<file path="src/rtl/sa_pkg.sv">
// Shared types and constants for the systolic-array memory loader.
package sa_pkg;
  typedef enum logic [1:0] {LD_IDLE, LD_LOAD_W, LD_LOAD_I, LD_DONE} sa_load_state_t;
  localparam int SA_CHECKSUM_W = 16;
endpackage

</file>
<file path="src/rtl/sa_row_packer.sv">
// Packs an element stream into LANES-wide rows; the write for a row is issued
// combinationally in the cycle its last lane is accepted.
module sa_row_packer #(
  parameter int DATAWIDTH = 8,
  parameter int LANES     = 4,
  parameter int ROWS      = 8
) (
  input  logic                         clk,
  input  logic                         rst_n,
  input  logic                         accept,
  input  logic [DATAWIDTH-1:0]         data,
  output logic                         wr,
  output logic [$clog2(ROWS)-1:0]      addr,
  output logic [DATAWIDTH*LANES-1:0]   wdata,
  output logic                         last_row
);
  localparam int LW = (LANES > 1) ? $clog2(LANES) : 1;
  localparam int RW = $clog2(ROWS);

  logic [LW-1:0]                      lane_q;
  logic [RW-1:0]                      row_q;
  logic [LANES-2:0][DATAWIDTH-1:0]    row_buf;
  logic                               lane_last;

  assign lane_last = (lane_q == LW'(LANES-1));
  assign wr        = accept && lane_last;
  assign last_row  = (row_q == RW'(ROWS-1));
  // Outputs are forced to zero outside a write so idle buses are quiet.
  assign addr      = wr ? row_q : '0;
  assign wdata     = wr ? {data, row_buf} : '0;

  always_ff @(posedge clk or negedge rst_n) begin
    if (!rst_n)      lane_q <= '0;
    else if (accept) lane_q <= lane_last ? '0 : lane_q + 1'b1;
  end

  always_ff @(posedge clk or negedge rst_n) begin
    if (!rst_n)  row_q <= '0;
    else if (wr) row_q <= last_row ? '0 : row_q + 1'b1;
  end

  for (genvar g = 0; g < LANES-1; g++) begin : g_lane
    always_ff @(posedge clk or negedge rst_n) begin
      if (!rst_n)                              row_buf[g] <= '0;
      else if (accept && lane_q == LW'(g))     row_buf[g] <= data;
    end
  end
endmodule

</file>
<file path="src/rtl/sa_mem_loader.sv">
// Fill stage: streams weights then inputs into row memories, pulses o_load_done.
// Optional running checksum of accepted elements with SA_LOADER_CHECKSUM_EN.
module sa_mem_loader
  import sa_pkg::*;
#(
  parameter int MUL_DATAWIDTH = 8,
  parameter int NUM_ROWS      = 4,
  parameter int NUM_COLS      = 4,
  parameter int MEM_ROWS      = 8
) (
  input  logic                                 clk,
  input  logic                                 rst_n,
  input  logic                                 i_load_start,
  input  logic                                 s_valid,
  output logic                                 s_ready,
  input  logic [MUL_DATAWIDTH-1:0]             s_data,
  output logic                                 o_weight_cenb,
  output logic                                 o_weight_wenb,
  output logic [$clog2(MEM_ROWS)-1:0]          o_weight_addr,
  output logic [MUL_DATAWIDTH*NUM_COLS-1:0]    o_weight_data,
  output logic                                 o_input_cenb,
  output logic                                 o_input_wenb,
  output logic [$clog2(MEM_ROWS)-1:0]          o_input_addr,
  output logic [MUL_DATAWIDTH*NUM_ROWS-1:0]    o_input_data,
  output logic                                 o_busy,
  output logic                                 o_load_done
`ifdef SA_LOADER_CHECKSUM_EN
  ,
  output logic [SA_CHECKSUM_W-1:0]             o_checksum
`endif
);
  sa_load_state_t state_q, state_d;
  logic acc_w, acc_i;
  logic w_wr, i_wr, w_last_row, i_last_row;

  always_ff @(posedge clk or negedge rst_n) begin
    if (!rst_n) state_q <= LD_IDLE;
    else        state_q <= state_d;
  end

  always_comb begin
    state_d = state_q;
    case (state_q)
      LD_IDLE:   if (i_load_start)            state_d = LD_LOAD_W;
      LD_LOAD_W: if (w_wr && w_last_row)      state_d = LD_LOAD_I;
      LD_LOAD_I: if (i_wr && i_last_row)      state_d = LD_DONE;
      LD_DONE:                                state_d = LD_IDLE;
      default:                                state_d = LD_IDLE;
    endcase
  end

  always_comb begin
    s_ready     = 1'b0;
    o_busy      = 1'b0;
    o_load_done = 1'b0;
    acc_w       = 1'b0;
    acc_i       = 1'b0;
    case (state_q)
      LD_LOAD_W: begin s_ready = 1'b1; o_busy = 1'b1; acc_w = s_valid; end
      LD_LOAD_I: begin s_ready = 1'b1; o_busy = 1'b1; acc_i = s_valid; end
      LD_DONE:   o_load_done = 1'b1;
      default:   ;
    endcase
  end

  sa_row_packer #(.DATAWIDTH(MUL_DATAWIDTH), .LANES(NUM_COLS), .ROWS(MEM_ROWS)) u_weight (
    .clk      (clk),
    .rst_n    (rst_n),
    .accept   (acc_w),
    .data     (s_data),
    .wr       (w_wr),
    .addr     (o_weight_addr),
    .wdata    (o_weight_data),
    .last_row (w_last_row)
  );

  sa_row_packer #(.DATAWIDTH(MUL_DATAWIDTH), .LANES(NUM_ROWS), .ROWS(MEM_ROWS)) u_input (
    .clk      (clk),
    .rst_n    (rst_n),
    .accept   (acc_i),
    .data     (s_data),
    .wr       (i_wr),
    .addr     (o_input_addr),
    .wdata    (o_input_data),
    .last_row (i_last_row)
  );

  // Packers accept in mutually exclusive states, so at most one cenb is low.
  assign o_weight_cenb = ~w_wr;
  assign o_weight_wenb = ~w_wr;
  assign o_input_cenb  = ~i_wr;
  assign o_input_wenb  = ~i_wr;

`ifdef SA_LOADER_CHECKSUM_EN
  logic [SA_CHECKSUM_W-1:0] csum_q;
  always_ff @(posedge clk or negedge rst_n) begin
    if (!rst_n)                                  csum_q <= '0;
    else if (state_q == LD_IDLE && i_load_start) csum_q <= '0;
    else if (s_valid && s_ready)                 csum_q <= csum_q + SA_CHECKSUM_W'(s_data);
  end
  assign o_checksum = csum_q;
`endif
endmodule

</file>
<file path="config.mk">
export PLATFORM = sky130hd
export DESIGN_NAME = sa_mem_loader
export DESIGN_NICKNAME = d
export VERILOG_FILES = /design/src/rtl/sa_pkg.sv /design/src/rtl/sa_row_packer.sv /design/src/rtl/sa_mem_loader.sv
export SDC_FILE = /design/constraint.sdc
export NUM_CORES = 1
export LEC_CHECK = 0
export CORE_MARGIN = 2
export CORE_UTILIZATION = 44
export CTS_BUF_LIST = sky130_fd_sc_hd__clkbuf_2 sky130_fd_sc_hd__clkbuf_4 sky130_fd_sc_hd__clkbuf_8
export CTS_CLUSTER_SIZE = 16
export DETAILED_ROUTE_END_ITERATION = 12
export PLACE_DENSITY_LB_ADDON = 0.25
export SYNTH_ARGS = -nofsm -noshare
export SYNTH_HDL_FRONTEND = slang
export SYNTH_SLANG_ARGS = --single-unit
export TNS_END_PERCENT = 20
</file>
<file path="constraint.sdc">
create_clock -name clk -period 1.9 [get_ports clk]
set_clock_uncertainty 0.05 [all_clocks]
set_input_delay 0.38 -clock clk [delete_from_list [all_inputs] [get_ports clk]]
set_output_delay 0.38 -clock clk [all_outputs]
set_load 0.005 [all_outputs]
</file>
==> flow_summary.html, run 1 <==
<table>
<tr><th>Metric</th><th>Value</th></tr>
<tr><th colspan="2">Status</th></tr>
<tr><td>Violated checks</td><td>setup timing</td></tr>
<tr><td>Status</td><td>finished with violations</td></tr>
<tr><th colspan="2">Critical path</th></tr>
<tr><td>Biggest cell delay along the critical path</td><td>0.40 ns</td></tr>
<tr><td>Family with the most delay on the worst path</td><td>buffers and inverters</td></tr>
<tr><td>End of the worst register-to-register path</td><td>u_weight.row_q[0]$_DFFE_PN0N_</td></tr>
<tr><td>Arrival time at the worst endpoint</td><td>between 1.5 and 2 ns</td></tr>
<tr><td>Critical path's slowest cell</td><td>dfrtp_1</td></tr>
<tr><td>Worst R2R Setup Slack</td><td>-0.11 ns</td></tr>
<tr><td>Largest driver fanout on the critical path</td><td>4</td></tr>
<tr><td>CP most frequent cell</td><td>buf_6</td></tr>
<tr><td>Worst-path cell chain</td><td>buf_6 -&gt; ha_4 -&gt; and3_4 -&gt; buf_6 -&gt; buf_8 -&gt; clkbuf_16 -&gt; and2_1 -&gt; buf_2</td></tr>
<tr><td>Start-to-end type of the worst setup path</td><td>register to output pin</td></tr>
<tr><td>Critical Path Sink Type</td><td>output pin</td></tr>
<tr><td>Launching point of the worst reg2reg path</td><td>state_q[1]$_DFFE_PN0P_</td></tr>
<tr><td>Required time reported for the critical path endpoint</td><td>1.47 ns</td></tr>
<tr><td>Number of buffer and inverter stages on the critical path</td><td>5</td></tr>
<tr><td>Startpoint type of the worst setup path</td><td>register</td></tr>
<tr><td>Depth of the most critical reg-to-reg path</td><td>11</td></tr>
<tr><th colspan="2">Hold path</th></tr>
<tr><td>Endpoint, Worst Hold</td><td>u_weight.row_buf[1]$_DFFE_PN0P_</td></tr>
<tr><td>Number of cells on the worst hold path</td><td>1</td></tr>
<tr><td>Hold Path Origin</td><td>u_weight.row_buf[1]$_DFFE_PN0P_</td></tr>
<tr><td>Class of the tightest hold or removal check</td><td>register to register</td></tr>
<tr><th colspan="2">Synth</th></tr>
<tr><td>Cell area after technology mapping</td><td>0.003074 mm²</td></tr>
<tr><td>Mapped Avg Cell Area</td><td>between 10 and 15 µm²</td></tr>
<tr><td>Total of flip-flops plus latches after synthesis</td><td>60</td></tr>
<tr><td>Net count after synthesis</td><td>between 200 and 300</td></tr>
<tr><td>Number of synthesis warnings</td><td>0</td></tr>
<tr><td>Portion of the post-synthesis area used by sequential elements</td><td>0.4884</td></tr>
<tr><td>Synthesized instance count</td><td>257</td></tr>
<tr><td>Count of different cell masters after synthesis</td><td>24</td></tr>
<tr><th colspan="2">Detailed routing</th></tr>
<tr><td>Count of antenna-violating nets left after detailed routing</td><td>0</td></tr>
<tr><td>Number of detailed-routing iterations run before antenna repair</td><td>4</td></tr>
<tr><td>Via count of the routed design</td><td>2347</td></tr>
<tr><td>Per-cell via count in the routed design</td><td>4.761</td></tr>
<tr><td>DRC violations left</td><td>0</td></tr>
<tr><td>DR iter-0 viols</td><td>69</td></tr>
<tr><td>Mean routed wirelength per cell</td><td>about 16 µm</td></tr>
<tr><td>Total routed wirelength</td><td>8016 µm</td></tr>
<tr><th colspan="2">Global route</th></tr>
<tr><td>Initial antenna violation count</td><td>0</td></tr>
<tr><td>Total overflow reported by the global router</td><td>0</td></tr>
<tr><td>Pin count of the biggest net entering global routing</td><td>61</td></tr>
<tr><td>Overall routing resource usage</td><td>0.2163</td></tr>
<tr><td>Vias in the first global route</td><td>approximately 2500</td></tr>
<tr><td>First-pass GRT wire length</td><td>approximately 12000 µm</td></tr>
<tr><th colspan="2">Power and ir drop</th></tr>
<tr><td>Peak supply drop</td><td>about 0.60 mV</td></tr>
<tr><td>Overall power consumption</td><td>~5700 µW</td></tr>
<tr><td>Power share of the combinational group</td><td>0.364</td></tr>
<tr><td>Pint</td><td>between 4000 and 5000 µW</td></tr>
<tr><td>Clock power frac</td><td>0.248</td></tr>
<tr><td>Ratio of total power to cell area</td><td>roughly 1200 mW/mm²</td></tr>
<tr><td>Switching fraction of total power</td><td>0.2951</td></tr>
<tr><td>Reported leakage power</td><td>0.002357 µW</td></tr>
<tr><td>Power dissipated by switching net loads</td><td>1684 µW</td></tr>
<tr><td>Relative contribution of sequential cells to total power</td><td>0.389</td></tr>
<tr><th colspan="2">Layout</th></tr>
<tr><td>Footprint of the flip-flops and latches</td><td>approximately 0.0015 mm²</td></tr>
<tr><td>Final layout net count</td><td>421</td></tr>
<tr><td>Final cell count without fillers</td><td>approximately 500</td></tr>
<tr><td>Share of layout cells above drive strength 1</td><td>0.5793</td></tr>
<tr><td>Area growth syn-to-layout</td><td>51.85%</td></tr>
<tr><td>Fill count</td><td>around 540</td></tr>
<tr><td>Most used cells in the layout excluding fill and tap cells</td><td>60 x dfrtp_1, 51 x and2_1, 50 x mux2_2, 33 x clkbuf_2, 29 x buf_4</td></tr>
<tr><td>Inserted Diodes</td><td>0</td></tr>
<tr><td>Commonest non-fill, non-tap cell in the layout</td><td>dfrtp_1</td></tr>
<tr><td>Area of the multi-input gates</td><td>roughly 0.0016 mm²</td></tr>
<tr><th colspan="2">STA</th></tr>
<tr><td>Final setup violation count</td><td>77</td></tr>
<tr><td>Setup WS post-layout</td><td>-0.3707 ns</td></tr>
<tr><td>Final hold viol count</td><td>0</td></tr>
<tr><td>Share of the cycle needed by the critical path after routing</td><td>1.195</td></tr>
<tr><td>Max-slew headroom at the worst pin</td><td>0.7832</td></tr>
<tr><td>Max Transition Viols Final</td><td>0</td></tr>
<tr><td>Achievable Freq</td><td>0.4404 GHz</td></tr>
<tr><td>RSZ-0062 raised after global routing</td><td>yes</td></tr>
<tr><td>Slew at the pin closest to its max-slew limit</td><td>between 0.3 and 0.4 ns</td></tr>
<tr><td>Tmin final</td><td>approximately 2.3 ns</td></tr>
<tr><th colspan="2">Clock network</th></tr>
<tr><td>Total CTS buffers</td><td>9</td></tr>
<tr><td>Clock Sinks</td><td>60</td></tr>
<tr><td>Clock Latency Late Sink</td><td>approximately 0.34 ns</td></tr>
<tr><td>Master cell of the clock root buffer</td><td>clkbuf_8</td></tr>
<tr><td>Clock tree from TritonCTS</td><td>built</td></tr>
<tr><td>Level count of the clock H-tree</td><td>3</td></tr>
<tr><td>Clock transition at the register clock pins on the worst setup and hold paths after CTS</td><td>0.07 ns</td></tr>
<tr><td>Buffer levels on the longest clock path</td><td>2</td></tr>
<tr><th colspan="2">Place</th></tr>
<tr><td>Post-DP HPWL</td><td>about 4900 µm</td></tr>
<tr><td>Number of I/O port buffers</td><td>88</td></tr>
<tr><td>Cell count after placement</td><td>456</td></tr>
<tr><td>Placer congestion estimate</td><td>between 0.7 and 0.8</td></tr>
<tr><th colspan="2">Floorplanning</th></tr>
<tr><td># rows</td><td>30</td></tr>
<tr><td>Vertical die dimension</td><td>between 80 and 90 µm</td></tr>
<tr><td>Number of top-level pins</td><td>89</td></tr>
<tr><td>Initial core utilization</td><td>0.4525</td></tr>
<tr><td>Die extent in x</td><td>87.59 µm</td></tr>
<tr><td>Core ar.</td><td>about 0.0068 mm²</td></tr>
<tr><td>Die Area</td><td>around 0.0077 mm²</td></tr>
<tr><th colspan="2">Job</th></tr>
<tr><td>Max-cap violations</td><td>0</td></tr>
</table>
metrics by stage:
step / TNS (ns) / setup WS, ns / hold WS (ns) / area [µm²] / util
after floorplan: 0 / 0.04815 / 0.03441 / 3074 / -
after global placement: -34.96 / -0.5176 / 0.3674 / 4244 / 0.6247
after detailed placement: -35.82 / -0.5360 / 0.3635 / 4244 / 0.6247
after CTS: -25.35 / -0.4137 / 0.4489 / 4688 / 0.6901
after global routing: -27.24 / -0.4355 / 0.4684 / 4668 / 0.6871
final: -21.84 / -0.3707 / 0.4475 / 4668 / 0.6871
logic make-up (layout without fill, tap and decap cells):
kind of cell	Yosys count	count (layout)	share of synthesized area
and+or+nand+nor	100	100	0.2002
DFF	60	60	0.4884
muxes	51	51	0.1868
buffers and inverters	22	162	0.03622
adders and majority gates	17	17	0.06919
AOI/OAI and AO/OA	7	7	0.01913
per-layer routing:
metal | GRT usage | part of all wire | vias to the layer above
met5 | 0 | 0 | -
met4 | 0.08671 | 0.011 | 0
met3 | 0.05655 | 0.060 | 9
met2 | 0.3471 | 0.48 | 75
met1 | 0.2808 | 0.45 | 1143
li1 | - | - | 1120
worst register-to-register path, stage by stage (launching register included):
cell     delay [ns]
dfrtp_1        0.40
inv_1          0.10
ha_2           0.19
and3_4         0.25
buf_6          0.13
buf_16         0.12
buf_4          0.11
inv_2          0.03
buf_4          0.11
buf_4          0.12
buf_6          0.11
a21o_1         0.16
area by class of cell:
type                            count  share of cell area
Sequential cell                    60              0.3216
Inverter                            8            0.008041
Multi-Input combinational cell    175              0.3340
Clock inverter                      6             0.02385
Clock buffer                       10             0.02814
Tap cell                           96             0.02573
Timing Repair Buffer              138              0.2586
state kept, by name, indices dropped and copies added (netlist names):
| name | cells |
|---|---|
| state_q | 2 |
| u_input.lane_q | 2 |
| u_input.row_buf | 24 |
| u_input.row_q | 3 |
| u_weight.lane_q | 2 |
| u_weight.row_buf | 24 |
| u_weight.row_q | 3 |
Yosys cell counts, drive strengths merged:
| cell type | instances | share of area |
|---|---|---|
| a21o | 4 | 0.0098 |
| a21oi | 1 | 0.0016 |
| a221oi | 1 | 0.0049 |
| a2bb2oi | 1 | 0.0028 |
| and2 | 70 | 0.14 |
| and3 | 2 | 0.0041 |
| buf | 8 | 0.018 |
| clkbuf | 6 | 0.0090 |
| dfrtp | 60 | 0.49 |
| ha | 17 | 0.069 |
| inv | 8 | 0.0098 |
| mux2 | 51 | 0.19 |
| nand2 | 14 | 0.017 |
| nand3 | 8 | 0.027 |
| nor2 | 1 | 0.0012 |
| nor2b | 1 | 0.0020 |
| nor3 | 4 | 0.0065 |
what timing repair did:
action,4_1_cts,5_1_grt
buffers inserted,13,1
cloned,5,1
hold buffers,1,0
gates resized for setup,275,64
setup endpoints to repair,77,80
pin swaps,3,10
endpoints found under the hold margin,21,0
worst max-delay path by stage:
stage | start | end | slack [ns] | cells after the start
6_report | state_q[1]$_DFFE_PN0P_ | o_input_data[5] | -0.37 | 8
5_1_grt | state_q[0]$_DFFE_PN0P_ | o_input_data[10] | -0.44 | 9
4_1_cts | state_q[0]$_DFFE_PN0P_ | o_weight_data[31] | -0.41 | 7
3_5_place_dp | s_valid | o_input_data[8] | -0.54 | 5
3_3_place_gp | s_valid | o_input_data[8] | -0.52 | 5
2_1_floorplan | state_q[0]$_DFFE_PN0P_ | o_input_addr[0] | 0.05 | 7
power by group through the flow:
stage	logic [µW]	clock network, µW	registers [µW]
2_1_floorplan	1160	0	2120
3_3_place_gp	1770	0	2180
3_5_place_dp	1840	0	2210
4_1_cts	2040	1440	2190
5_1_grt	2280	1490	2290
6_report	2080	1410	2220
(Power assumes the default switching activity.)
==> inputs of run 2 (changes only) <==
--- a/config.mk
+++ b/config.mk
@@ -5,7 +5,7 @@
 export SDC_FILE = /design/constraint.sdc
 export NUM_CORES = 1
 export LEC_CHECK = 0
-export CORE_MARGIN = 2
+export CORE_MARGIN = 1
 export CORE_UTILIZATION = 44
 export CTS_BUF_LIST = sky130_fd_sc_hd__clkbuf_2 sky130_fd_sc_hd__clkbuf_4 sky130_fd_sc_hd__clkbuf_8
 export CTS_CLUSTER_SIZE = 16
==> constraint.sdc (replaced) <==
create_clock -name clk -period 1.9 [get_ports clk]
set_clock_uncertainty 0.05 [all_clocks]
set_input_delay 0.38 -clock clk [delete_from_list [all_inputs] [get_ports clk]]
set_output_delay 0.38 -clock clk [all_outputs]
set_load 0.01 [all_outputs]
==> run 2 against run 1 <==
Sequential power up 2%. First-iteration DRC count up 20%. Core utilization up 1.6 points. Non-clock buffer count down 5. Fmax up 2.9%. Combinational power up 5%. Count of clock-buffer cells in the layout up 2. Critical endpoint is now o_input_data[13]. Largest cell class unchanged. The flow finishes with violations (DRC, hold timing, setup timing).
==> flow_summary.html, run 2 (synthesis gave the netlist of run 1 again) <==
<table>
<tr><th>Metric</th><th>Value</th></tr>
<tr><th colspan="2">Status</th></tr>
<tr><td>Status</td><td>finished with violations</td></tr>
<tr><td>Violated checks</td><td>DRC, hold timing, setup timing</td></tr>
<tr><th colspan="2">Clock network</th></tr>
<tr><td>Total CTS buffers</td><td>9 (unchanged)</td></tr>
<tr><td>Master cell of the clock root buffer</td><td>clkbuf_8</td></tr>
<tr><td>Clock transition at the register clock pins on the worst setup and hold paths after CTS</td><td>0.06 ns (about the same)</td></tr>
<tr><td>Clock Sinks</td><td>60 (unchanged)</td></tr>
<tr><td>Clock Latency Late Sink</td><td>0.33 ns (about the same)</td></tr>
<tr><td>Clock tree from TritonCTS</td><td>built</td></tr>
<tr><td>Buffer levels on the longest clock path</td><td>2 (unchanged)</td></tr>
<tr><td>Hold-fix buffers at CTS</td><td>0 (-1)</td></tr>
<tr><td>Level count of the clock H-tree</td><td>3 (unchanged)</td></tr>
<tr><th colspan="2">Layout</th></tr>
<tr><td>Share of layout cells above drive strength 1</td><td>0.6224 (+0.04310)</td></tr>
<tr><td>Final cell count without fillers</td><td>472 (-4.3%)</td></tr>
<tr><td>Most used cells in the layout excluding fill and tap cells</td><td>59 x dfrtp_1, 50 x mux2_2, 49 x buf_6, 38 x and2_4, 34 x buf_2</td></tr>
<tr><td>Regs by FF count</td><td>u_input.row_buf: 24 flops, u_weight.row_buf: 24 flops</td></tr>
<tr><td>Inserted Diodes</td><td>0 (unchanged)</td></tr>
<tr><td>Final layout net count</td><td>416 (-1.2%)</td></tr>
<tr><td>Commonest non-fill, non-tap cell in the layout</td><td>dfrtp_1</td></tr>
<tr><td>Area growth syn-to-layout</td><td>54.46%</td></tr>
<tr><th colspan="2">Place</th></tr>
<tr><td>Placer congestion estimate</td><td>0.7523 (+5.5%)</td></tr>
<tr><td>Cell count after placement</td><td>438 (-3.9%)</td></tr>
<tr><td>Number of I/O port buffers</td><td>88 (unchanged)</td></tr>
<tr><td>Post-DP HPWL</td><td>4737 µm (-2.9%)</td></tr>
<tr><td>Pre-CTS setup slack</td><td>-0.5224 ns (+0.01366 ns)</td></tr>
<tr><th colspan="2">Global route</th></tr>
<tr><td>Total overflow reported by the global router</td><td>0 (unchanged)</td></tr>
<tr><td>Initial antenna violation count</td><td>0 (unchanged)</td></tr>
<tr><td>Overall routing resource usage</td><td>0.2097 (-0.006651)</td></tr>
<tr><td>Vias in the first global route</td><td>2276 (-7.7%)</td></tr>
<tr><td>Pin count of the biggest net entering global routing</td><td>61 (unchanged)</td></tr>
<tr><td>First-pass GRT wire length</td><td>11580 µm (-5.5%)</td></tr>
<tr><th colspan="2">STA</th></tr>
<tr><td>Slew at the pin closest to its max-slew limit</td><td>0.3581 ns (+0.03289 ns)</td></tr>
<tr><td>Final setup violation count</td><td>74 (-3.9%)</td></tr>
<tr><td>Max-slew headroom at the worst pin</td><td>0.7605 (-0.02267)</td></tr>
<tr><td>Achievable Freq</td><td>0.4534 GHz (+2.9%)</td></tr>
<tr><td>Worst hold-check slack</td><td>-0.006594 ns (-0.4541 ns)</td></tr>
<tr><td>Final hold viol count</td><td>5 (+5)</td></tr>
<tr><td>RSZ-0062 raised after global routing</td><td>yes</td></tr>
<tr><td>Share of the cycle needed by the critical path after routing</td><td>1.161 (-0.03417)</td></tr>
<tr><td>Max Transition Viols Final</td><td>0 (unchanged)</td></tr>
<tr><td>Setup WS post-layout</td><td>-0.3057 ns (+0.06492 ns)</td></tr>
<tr><td>Tmin final</td><td>2.206 ns (-0.06492 ns)</td></tr>
<tr><th colspan="2">Power and ir drop</th></tr>
<tr><td>Power dissipated by switching net loads</td><td>1761 µW (+4.6%)</td></tr>
<tr><td>Pint</td><td>3991 µW (-0.78%)</td></tr>
<tr><td>Switching fraction of total power</td><td>0.3062 (+0.01101)</td></tr>
<tr><td>Power share of the combinational group</td><td>0.381 (+0.017)</td></tr>
<tr><td>Reported leakage power</td><td>0.002394 µW (+1.6%)</td></tr>
<tr><td>Clock power frac</td><td>0.226 (-0.022)</td></tr>
<tr><td>Ratio of total power to cell area</td><td>1211 mW/mm² (-0.91%)</td></tr>
<tr><td>Peak supply drop</td><td>0.6063 mV (+0.89%)</td></tr>
<tr><td>Relative contribution of sequential cells to total power</td><td>0.393 (+0.004)</td></tr>
<tr><th colspan="2">Floorplanning</th></tr>
<tr><td>Number of top-level pins</td><td>89 (unchanged)</td></tr>
<tr><td>Core ar.</td><td>0.006756 mm² (-0.55%)</td></tr>
<tr><td>Die extent in x</td><td>85.59 µm (-2.3%)</td></tr>
<tr><td>Initial core utilization</td><td>0.4550 (+0.002514)</td></tr>
<tr><td>Die Area</td><td>0.007325 mm² (-4.5%)</td></tr>
<tr><td># rows</td><td>30 (unchanged)</td></tr>
<tr><td>Vertical die dimension</td><td>85.59 µm (-2.3%)</td></tr>
<tr><th colspan="2">Critical path</th></tr>
<tr><td>Start-to-end type of the worst setup path</td><td>register to output pin</td></tr>
<tr><td>Arrival time at the worst endpoint</td><td>1.78 ns (-0.06 ns)</td></tr>
<tr><td>Critical Path Sink Type</td><td>output pin</td></tr>
<tr><td>Required time reported for the critical path endpoint</td><td>1.47 ns (about the same)</td></tr>
<tr><td>Largest driver fanout on the critical path</td><td>8 (+4)</td></tr>
<tr><td>Startpoint type of the worst setup path</td><td>register</td></tr>
<tr><th colspan="2">Detailed routing</th></tr>
<tr><td>Per-cell via count in the routed design</td><td>5.019 (+5.4%)</td></tr>
<tr><td>DRC violations left</td><td>1 (+1)</td></tr>
<tr><td>Via count of the routed design</td><td>2369 (+0.94%)</td></tr>
<tr><td>DR iter-0 viols</td><td>83 (+20%)</td></tr>
<tr><td>Mean routed wirelength per cell</td><td>17.41 µm (+7.1%)</td></tr>
<tr><td>Total routed wirelength</td><td>8216 µm (+2.5%)</td></tr>
<tr><td>Count of antenna-violating nets left after detailed routing</td><td>0 (unchanged)</td></tr>
<tr><td>Number of detailed-routing iterations run before antenna repair</td><td>8 (+4)</td></tr>
<tr><th colspan="2">Hold path</th></tr>
<tr><td>Class of the tightest hold or removal check</td><td>input port to asynchronous set/reset pin</td></tr>
<tr><th colspan="2">Job</th></tr>
<tr><td>Max-cap violations</td><td>0 (unchanged)</td></tr>
</table>
-- run 2: worst max-delay path, stage by stage, from the launching register on --
cell and delay, ns:
dfrtp_2 0.44, inv_2 0.09, ha_4 0.13, and3_4 0.33, clkbuf_16 0.20, and2_4 0.14
buf_6 0.10
-- run 2: stage by stage --
| stage | area (µm²) | util | total power, µW | TNS [ns] |
|---|---|---|---|---|
| global placement | 4209 | 0.6230 | 4024 | -34.46 |
| finish | 4748 | 0.7028 | 5752 | -19.22 |
| global route | 4748 | 0.7028 | 6121 | -23.89 |
| CTS | 4345 | 0.6431 | 5394 | -18.01 |
| floorplan | 3074 | - | 3343 | 0 |
| detailed placement | 4209 | 0.6230 | 4134 | -35.28 |
-- run 2: worst paths after layout --
| check | from | to | slack (ns) | cells past startpoint |
|---|---|---|---|---|
| setup / recovery | state_q[0]$_DFFE_PN0P_ | o_input_data[13] | -0.31 | 6 |
| hold / removal | rst_n | u_weight.row_q[0]$_DFFE_PN0N_ | -0.007 | 2 |
| setup reg to reg | state_q[0]$_DFFE_PN0P_ | state_q[1]$_DFFE_PN0P_ | 0.06 | 7 |
| hold reg to reg | u_weight.row_buf[15]$_DFFE_PN0P_ | u_weight.row_buf[15]$_DFFE_PN0P_ | 0.45 | 1 |
| max in group asynchronous | rst_n | u_weight.row_buf[9]$_DFFE_PN0P_ | 1.54 | 2 |
| min in group clk | u_weight.row_buf[15]$_DFFE_PN0P_ | u_weight.row_buf[15]$_DFFE_PN0P_ | 0.45 | 1 |
-- run 2: power groups by stage --
stage	logic [µW]	registers, µW	clock network (µW)
floorplan	1220	2120	0
global placement	1830	2200	0
detailed placement	1920	2220	0
CTS	1870	2210	1310
global route	2390	2340	1390
finish	2190	2260	1300
-- run 2: final cells by class --
| cell class | count | area (µm²) |
|---|---|---|
| clock buffer | 12 | 152.6 |
| clock inverter | 4 | 72.57 |
| fill | 494 | 2008 |
| inverter | 8 | 32.53 |
| multi-input combinational | 175 | 1604 |
| sequential | 60 | 1503 |
| tap | 80 | 100.1 |
| timing repair buffer | 133 | 1284 |
-- run 2: metal layers --
metal,track usage,part of all wire,vias to the layer above,routed length (µm)
met4,0.07727,0.013,0,110
met3,0.05101,0.063,12,514
met2,0.3193,0.49,86,3986
li1,-,-,1109,-
met1,0.2922,0.44,1162,3604
met5,0,0,-,0
-- run 2: timing repair --
action,4_1_cts,5_1_grt
pin swaps,1,26
gates cloned,2,7
resized for setup,272,132
endpoints found under the setup margin,77,74
setup buffers,1,8
